==> config.mk <==
export PLATFORM = sky130hd
export DESIGN_NAME = scm65_arb
export DESIGN_NICKNAME = d
export VERILOG_FILES = /design/src/rtl/scm65_arb.sv
export SDC_FILE = /design/constraint.sdc
export NUM_CORES = 1
export LEC_CHECK = 0
export CORE_AREA = 4 4 140 142
export CTS_CLUSTER_SIZE = 12
export DETAILED_ROUTE_END_ITERATION = 8
export DIE_AREA = 0 0 144 146
export SYNTH_ARGS = -nofsm -noshare
export SYNTH_HDL_FRONTEND = slang
export SYNTH_SLANG_ARGS = --single-unit
==> constraint.sdc <==
create_clock -name CLK -period 3.9 [get_ports CLK]
set_input_delay 0.975 -clock CLK [delete_from_list [all_inputs] [get_ports CLK]]
set_output_delay 0.975 -clock CLK [all_outputs]
set_load 0.01 [all_outputs]
==> src/rtl/scm65_arb.sv <==
// scm65_arb: two-client arbiter and sequencer for the scm65 memory.
// Round-robin arbitration on the write and read ports, read-after-write
// hazard blocking, and an RD_LAT-deep return pipeline that routes DOUT
// back to the client that issued the read.
module scm65_arb #(
  parameter int ADDR_WIDTH = 6,
  parameter int DATA_WIDTH = 64,
  // scm65 read latency in cycles; legal values are 1 to 3
  parameter int RD_LAT     = 1
) (
  input  logic                  CLK,
  input  logic                  RST,

  input  logic                  C0_WREQ,
  input  logic [ADDR_WIDTH-1:0] C0_WADDR,
  input  logic [DATA_WIDTH-1:0] C0_DIN,
  output logic                  C0_WGNT,
  input  logic                  C1_WREQ,
  input  logic [ADDR_WIDTH-1:0] C1_WADDR,
  input  logic [DATA_WIDTH-1:0] C1_DIN,
  output logic                  C1_WGNT,

  input  logic                  C0_RREQ,
  input  logic [ADDR_WIDTH-1:0] C0_RADDR,
  output logic                  C0_RGNT,
  output logic                  C0_RVALID,
  input  logic                  C1_RREQ,
  input  logic [ADDR_WIDTH-1:0] C1_RADDR,
  output logic                  C1_RGNT,
  output logic                  C1_RVALID,

  output logic [DATA_WIDTH-1:0] RDATA,

  output logic                  WE,
  output logic [ADDR_WIDTH-1:0] WADDR,
  output logic [DATA_WIDTH-1:0] DIN,

  output logic                  RE,
  output logic [ADDR_WIDTH-1:0] RADDR,
  input  logic [DATA_WIDTH-1:0] DOUT
);

  // Round-robin pointers name the client that wins a contested cycle.
  typedef enum logic {
    CLIENT0 = 1'b0,
    CLIENT1 = 1'b1
  } client_t;

  client_t r_wPtr;
  client_t r_rPtr;

  // Return pipeline: one valid bit and one client id bit per stage.
  logic [RD_LAT-1:0] r_pipeValid;
  logic [RD_LAT-1:0] r_pipeId;

  logic                  w_wGnt0;
  logic                  w_wGnt1;
  logic                  w_rWin0;
  logic                  w_rWin1;
  logic                  w_hazard;
  logic                  w_rGnt0;
  logic                  w_rGnt1;
  logic [ADDR_WIDTH-1:0] w_wAddr;
  logic [DATA_WIDTH-1:0] w_din;
  logic [ADDR_WIDTH-1:0] w_rWinAddr;
  logic [ADDR_WIDTH-1:0] w_rAddr;

  // Write arbitration: a lone requester wins, a contested cycle goes to wptr.
  // Grants are forced low while reset is held.
  always_comb begin
    w_wGnt0 = 1'b0;
    w_wGnt1 = 1'b0;
    w_wAddr = '0;
    w_din   = '0;
    if (!RST) begin
      w_wGnt0 = C0_WREQ & (~C1_WREQ | (r_wPtr == CLIENT0));
      w_wGnt1 = C1_WREQ & (~C0_WREQ | (r_wPtr == CLIENT1));
    end
    if (w_wGnt0) begin
      w_wAddr = C0_WADDR;
      w_din   = C0_DIN;
    end else if (w_wGnt1) begin
      w_wAddr = C1_WADDR;
      w_din   = C1_DIN;
    end
  end

  // Read arbitration picks a winner, then withholds its grant when the winner
  // targets the row being written this cycle; the write always goes ahead.
  always_comb begin
    w_rWin0    = 1'b0;
    w_rWin1    = 1'b0;
    w_rWinAddr = '0;
    w_hazard   = 1'b0;
    w_rGnt0    = 1'b0;
    w_rGnt1    = 1'b0;
    w_rAddr    = '0;
    if (!RST) begin
      w_rWin0 = C0_RREQ & (~C1_RREQ | (r_rPtr == CLIENT0));
      w_rWin1 = C1_RREQ & (~C0_RREQ | (r_rPtr == CLIENT1));
    end
    w_rWinAddr = w_rWin1 ? C1_RADDR : C0_RADDR;
    w_hazard   = (w_wGnt0 | w_wGnt1) & (w_rWin0 | w_rWin1) & (w_rWinAddr == w_wAddr);
    w_rGnt0    = w_rWin0 & ~w_hazard;
    w_rGnt1    = w_rWin1 & ~w_hazard;
    if (w_rGnt0) begin
      w_rAddr = C0_RADDR;
    end else if (w_rGnt1) begin
      w_rAddr = C1_RADDR;
    end
  end

  // After a granted transfer the pointer hands priority to the other client;
  // a hazard-blocked read leaves rptr where it was.
  always_ff @(posedge CLK or posedge RST) begin
    if (RST) begin
      r_wPtr <= CLIENT0;
      r_rPtr <= CLIENT0;
    end else begin
      if (w_wGnt0) begin
        r_wPtr <= CLIENT1;
      end else if (w_wGnt1) begin
        r_wPtr <= CLIENT0;
      end
      if (w_rGnt0) begin
        r_rPtr <= CLIENT1;
      end else if (w_rGnt1) begin
        r_rPtr <= CLIENT0;
      end
    end
  end

  // Each granted read enters the pipeline and emerges RD_LAT cycles later,
  // lined up with DOUT; reset drops every read still in flight.
  always_ff @(posedge CLK or posedge RST) begin
    if (RST) begin
      r_pipeValid <= '0;
      r_pipeId    <= '0;
    end else begin
      r_pipeValid[0] <= w_rGnt0 | w_rGnt1;
      r_pipeId[0]    <= w_rGnt1;
      for (int i = 1; i < RD_LAT; i++) begin
        r_pipeValid[i] <= r_pipeValid[i-1];
        r_pipeId[i]    <= r_pipeId[i-1];
      end
    end
  end

  assign C0_WGNT   = w_wGnt0;
  assign C1_WGNT   = w_wGnt1;
  assign C0_RGNT   = w_rGnt0;
  assign C1_RGNT   = w_rGnt1;

  assign WE        = w_wGnt0 | w_wGnt1;
  assign WADDR     = w_wAddr;
  assign DIN       = w_din;
  assign RE        = w_rGnt0 | w_rGnt1;
  assign RADDR     = w_rAddr;

  assign C0_RVALID = r_pipeValid[RD_LAT-1] & ~r_pipeId[RD_LAT-1];
  assign C1_RVALID = r_pipeValid[RD_LAT-1] &  r_pipeId[RD_LAT-1];
  assign RDATA     = DOUT;

endmodule

==> out/metrics.yaml, run 1 <==
status: "finished clean"
r2r_cells: 8
tightest_slew_ps: 535.8
synthArstFlopShare_pct: 100.0
skew_ps: 3.646
cts_buffers: 3
startpoint_type: "primary input"
synth_edf_count: 0
syn_avg_cell_area_um2: 7.907
ys_types: 33
synthAdderAreaFrac_pct: 0
cts_root_buf: "clkbuf_16"
synth_xor_xnor_area_share_pct: 3.077
drive_gt1_share_pct: 17.18
layout_setup_ws_ps: 109.7
worstPathRequired_ps: 2920
place_congestion: 0.7642
arrival_ps: 2820
post-place-ws_ps: -485.6
grt_usage_pct: 8.619
overflow: 0
routedWlPerCell_um: 16.40
grt_pass1_wl_mm: 14.32
drtIter0Drc: 72
slew_headroom_pct: 63.90
final.min_clock_period_ps: 3790
ir_drop_uv: 74.15
finalSetupViolCount: 0
netlist_area_um2: 1708
timing.hold.ws_ps: 613.6
synth_mux_area_share_pct: 3.516
synth_cells: 216
antenna_cells: 0
cp_max_fo: 2
min_path_type: "flop to flop"
wirelength_mm: 10.71
cp_common_cell: "buf_4"
clock_sinks: 4
synth_compound_area_share_pct: 41.98
slew_violations: 0
power_uw: 764.4
start_util_pct: 9.254
maxCapViolCount: 0
die_w_um: 144
ys_warn_count: 0
max_freq_mhz: 263.8
layout.nets: 643
pin_count: 370
vias_per_cell: 3.781
synth_top_family_by_area: "compound AO/OA/AOI/OAI gates"
clkLatencyLatePin_ps: 220
synth_simple_gate_area_share_pct: 10.92
route.vias.total: 2469
areaGrowthSynthToFinish_pct: 152.1
fillers: 2017
drc: 0
first_pass_iters: 4
postCtsHoldBufs: 0
crit_chain: "clkdlybuf4s50_1 > a32oi_2 > nor2_2 > buf_4 > buf_4 > buf_4 > buf_4 > buf_4 > buf_4 > buf_4 > dlygate4sd2_1"
tritoncts: "done"
p_leak_uw: 0.001694
die_height_um: 146
hold_viol_final: 0
num_rows: 50
max_stage_delay_ps: 430
dieArea_um2: 21020
synth_flop_cell: "dfrtp_1"
fin_crit_sh_pct: 97.19
synth.net_count: 438
postRouteAntennaNets: 0
slowest_stage: "clkdlybuf4s50_1"
synth-seq-cells: 4
cts_max_level: 1
core_area_um2: 18460
crit_path_end_kind: "output pin"
critPathKind: "primary input to output pin"
final_common_cell: "clkdlybuf4s50_1"
hold_depth: 2
synth-seq-area-share_pct: 5.861
grt_max_degree: 48
power_density_nw_per_um2: 177.6
hpwlAfterDp_mm: 8.743
portBuffers: 241
clockBufferDepth: 2
final_cell_mix: "clkdlybuf4s50_1 (226), a22o_1 (64), buf_4 (34)"
clkTransAtPathRegs_ps: 30
fin_util_pct: 23.33
antenna_found_initial: 0
grt_pass1_vias: 2543
-- worst paths after layout --
path	start	endpoint	slack, ps
worst min-delay path	r_wPtr	r_wPtr	610
max in group asynchronous	RST	r_pipeValid	2840
worst min register to register	r_wPtr	r_wPtr	610
worst max register to register	r_rPtr	r_pipeValid	1790
worst max-delay path	C1_WADDR[1]	WADDR[1]	110
min in group asynchronous	RST	r_wPtr	920
-- layout make-up --
class / instances / area (um2) / share of cell area, %
Tap cell: 234 / 292.8 / 6.800
Timing Repair Buffer: 283 / 2758 / 64.05
Sequential cell: 4 / 100.1 / 2.325
Inverter: 2 / 8.758 / 0.2034
Multi-Input combinational cell: 127 / 1071 / 24.88
Clock buffer: 3 / 75.07 / 1.744
-- metal layers --
layer / GRT usage [%] / part of all wire (%)
met2: 15.78 / 49
met1: 8.989 / 36
met4: 2.260 / 1.9
met3: 3.516 / 13
met5: 0 / 0
-- power breakdown --
| part | switching, uW | leakage (uW) | internal (uW) | total [uW] |
|---|---|---|---|---|
| Combinational | 199 | 0.00161 | 353 | 552 |
| Sequential | 6.71 | 0.0000487 | 47.5 | 54.2 |
| Clock | 27.4 | 0.0000370 | 131 | 158 |
-- cells in the mapped netlist (3+ instances only) --
| cell | instances | area share [%] |
|---|---|---|
| dfrtp_1 | 4 | 5.9 |
| a22oi_1 | 6 | 2.6 |
| clkbuf_1 | 11 | 2.4 |
| xor2_1 | 6 | 3.1 |
| buf_4 | 65 | 29 |
| mux2i_1 | 6 | 3.5 |
| buf_1 | 4 | 0.88 |
| a32oi_1 | 6 | 3.1 |
| o21ai_0 | 3 | 0.88 |
| nor2_1 | 10 | 2.2 |
| nor3_1 | 7 | 2.1 |
| a22o_1 | 64 | 33 |
-- sequential cells by signal, summed over array words and instances (netlist names) --
name,cells
r_pipeValid,1
r_rPtr,1
r_wPtr,1
r_pipeId,1
-- critical path: cells and delay by family --
kind                   cells  cell delay [ps]
AO/OA/AOI/OAI              1              220
AND/OR/NAND/NOR            1               80
buffers and inverters      9             1570
-- logic make-up (layout without fill, tap and decap cells) --
family,count (synthesis),count (layout)
flip-flops,4,4
AND/OR/NAND/NOR,32,32
multiplexers,6,6
buffers and inverters,85,288
AO/OA/AOI/OAI,83,83
XOR/XNOR,6,6
-- what timing repair did --
item	CTS	global route
cloned	0	1
gates resized for setup	28	25
setup buffers	15	3
endpoints found under the setup margin	73	72
pin swaps	9	10
-- metrics by stage --
stage | std cells | cell area, um2 | setup TNS (ps)
floorplan | 216 | 1708 | 0
global placement | 631 | 4029 | -11980
detailed placement | 631 | 4029 | -12370
CTS | 649 | 4233 | 0
global route | 653 | 4305 | -10.33
finish | 653 | 4305 | 0
Power figures use the tool's default switching activity.
==> run 2: changes to the inputs <==
--- a/config.mk
+++ b/config.mk
@@ -5,10 +5,13 @@
 export SDC_FILE = /design/constraint.sdc
 export NUM_CORES = 1
 export LEC_CHECK = 0
+export CELL_PAD_IN_SITES_DETAIL_PLACEMENT = 1
+export CELL_PAD_IN_SITES_GLOBAL_PLACEMENT = 1
 export CORE_AREA = 4 4 140 142
 export CTS_CLUSTER_SIZE = 12
 export DETAILED_ROUTE_END_ITERATION = 8
 export DIE_AREA = 0 0 144 146
+export PLACE_DENSITY_LB_ADDON = 0.1
 export SYNTH_ARGS = -nofsm -noshare
 export SYNTH_HDL_FRONTEND = slang
 export SYNTH_SLANG_ARGS = --single-unit
==> out/metrics.yaml, run 2 (synthesized netlist as in run 1, its figures left out) <==
tritoncts: "done"
routedWlPerCell_um: 18.84
final_cell_mix: "clkdlybuf4s50_1 (226), a22o_1 (64), buf_4 (31)"
crit_path_end_kind: "output pin"
num_rows: 50
skew_ps: 2.963
fin_area_um2: 4243
drive_gt1_share_pct: 15.87
status: "finished clean"
drc: 0
r2r_start: "r_rPtr"
min_path_type: "flop to flop"
p_leak_uw: 0.001681
slew_headroom_pct: 63.46
dieArea_um2: 21020
overflow: 0
layout_setup_ws_ps: 98.14
postCtsHoldBufs: 0
core_area_um2: 18460
grt_pass1_wl_mm: 16.57
placedInstanceArea_um2: 4086
cts_root_buf: "clkbuf_16"
grt_max_degree: 28
crit_end: "RE"
place_congestion: 0.7080
slew_violations: 0
clock_sinks: 4
clkLatencyLatePin_ps: 220
first_pass_iters: 4
vias_per_cell: 3.794
tightest_slew_ps: 542.4
fillers: 2165
wirelength_mm: 12.25
r2r_cells: 9
hold_depth: 2
die_w_um: 144
power_uw: 753.2
ir_drop_uv: 95.30
postRouteAntennaNets: 0
layout.nets: 640
finalSetupViolCount: 0
portBuffers: 241
areaGrowthSynthToFinish_pct: 148.4
worst_r2r_endpoint: "r_rPtr"
drtIter0Drc: 42
r2r_slack_ps: 1740
route.vias.total: 2466
grt_pass1_vias: 2699
antenna_cells: 0
power_density_nw_per_um2: 177.5
post-place-ws_ps: -489.5
worstPathRequired_ps: 2920
cts_max_level: 1
final.min_clock_period_ps: 3802
hpwlAfterDp_mm: 10.47
fin_util_pct: 22.99
final_common_cell: "clkdlybuf4s50_1"
clkTransAtPathRegs_ps: 30
timing.hold.ws_ps: 641.4
critPathKind: "primary input to output pin"
start_util_pct: 9.254
clockBufferDepth: 2
cts_buffers: 3
die_height_um: 146
max_freq_mhz: 263.0
cp-startpoint: "C1_WADDR[1]"
pin_count: 370
fin_crit_sh_pct: 97.48
cp_max_fo: 2
hold_viol_final: 0
arrival_ps: 2830
startpoint_type: "primary input"
antenna_found_initial: 0
maxCapViolCount: 0
grt_usage_pct: 10.18
[run 2: cell types whose count changed in the layout (fill, tap and decap cells not counted), sizes merged]
cell / previous run / this run
buf: 42 / 41
clkbuf: 9 / 10
clkdlybuf4s15: 5 / 2
[run 2: worst min-delay path by stage]
stage / startpoint / endpoint / slack [ps]
3_5_place_dp: r_wPtr / r_wPtr / 610
2_1_floorplan: r_wPtr / r_wPtr / 540
4_1_cts: r_wPtr / r_wPtr / 640
6_report: r_wPtr / r_wPtr / 640
5_1_grt: r_wPtr / r_wPtr / 670
3_3_place_gp: r_wPtr / r_wPtr / 620
[run 2: layer usage]
metal | up-vias | share of wire [%] | global-route usage (%)
li1 | 1152 | - | -
met1 | 1124 | 36 | 10.47
met2 | 174 | 53 | 20.30
met3 | 16 | 10 | 2.695
met4 | 0 | 0.99 | 1.742
met5 | - | 0 | 0
[run 2: through the flow]
| step | std cells | TNS, ps |
|---|---|---|
| global route | 650 | -4.244 |
| detailed placement | 637 | -17400 |
| global placement | 637 | -13820 |
| floorplan | 216 | 0 |
| finish | 650 | 0 |
| CTS | 647 | 0 |
[run 2: where the power goes]
| part | internal [uW] | total (uW) | switching (uW) |
|---|---|---|---|
| sequential | 47.5 | 55.1 | 7.53 |
| combinational | 346 | 540 | 195 |
| clock | 131 | 158 | 26.9 |
[run 2: layout make-up]
cell class                 count  area [um2]  share of cell area, %
tap                          234       292.8                  6.901
timing repair buffer         280        2711                  63.90
clock buffer                   3       75.07                  1.769
sequential                     4       100.1                  2.359
multi-input combinational    127        1055                  24.86
inverter                       2       8.758                 0.2064
[run 2: timing repair]
item	CTS	global route
pin swaps	6	10
endpoints found under the hold margin	0	0
resized for setup	30	22
endpoints found under the setup margin	74	34
buffers inserted	7	3
[run 2: worst max-delay path, cell delays in order]
cell and delay [ps]:
clkdlybuf4s50_1 460, a32oi_1 110, nor2_1 200, xor2_1 210, nand4_2 180, buf_6 170
or2_1 230, nor2b_2 170, buf_2 130
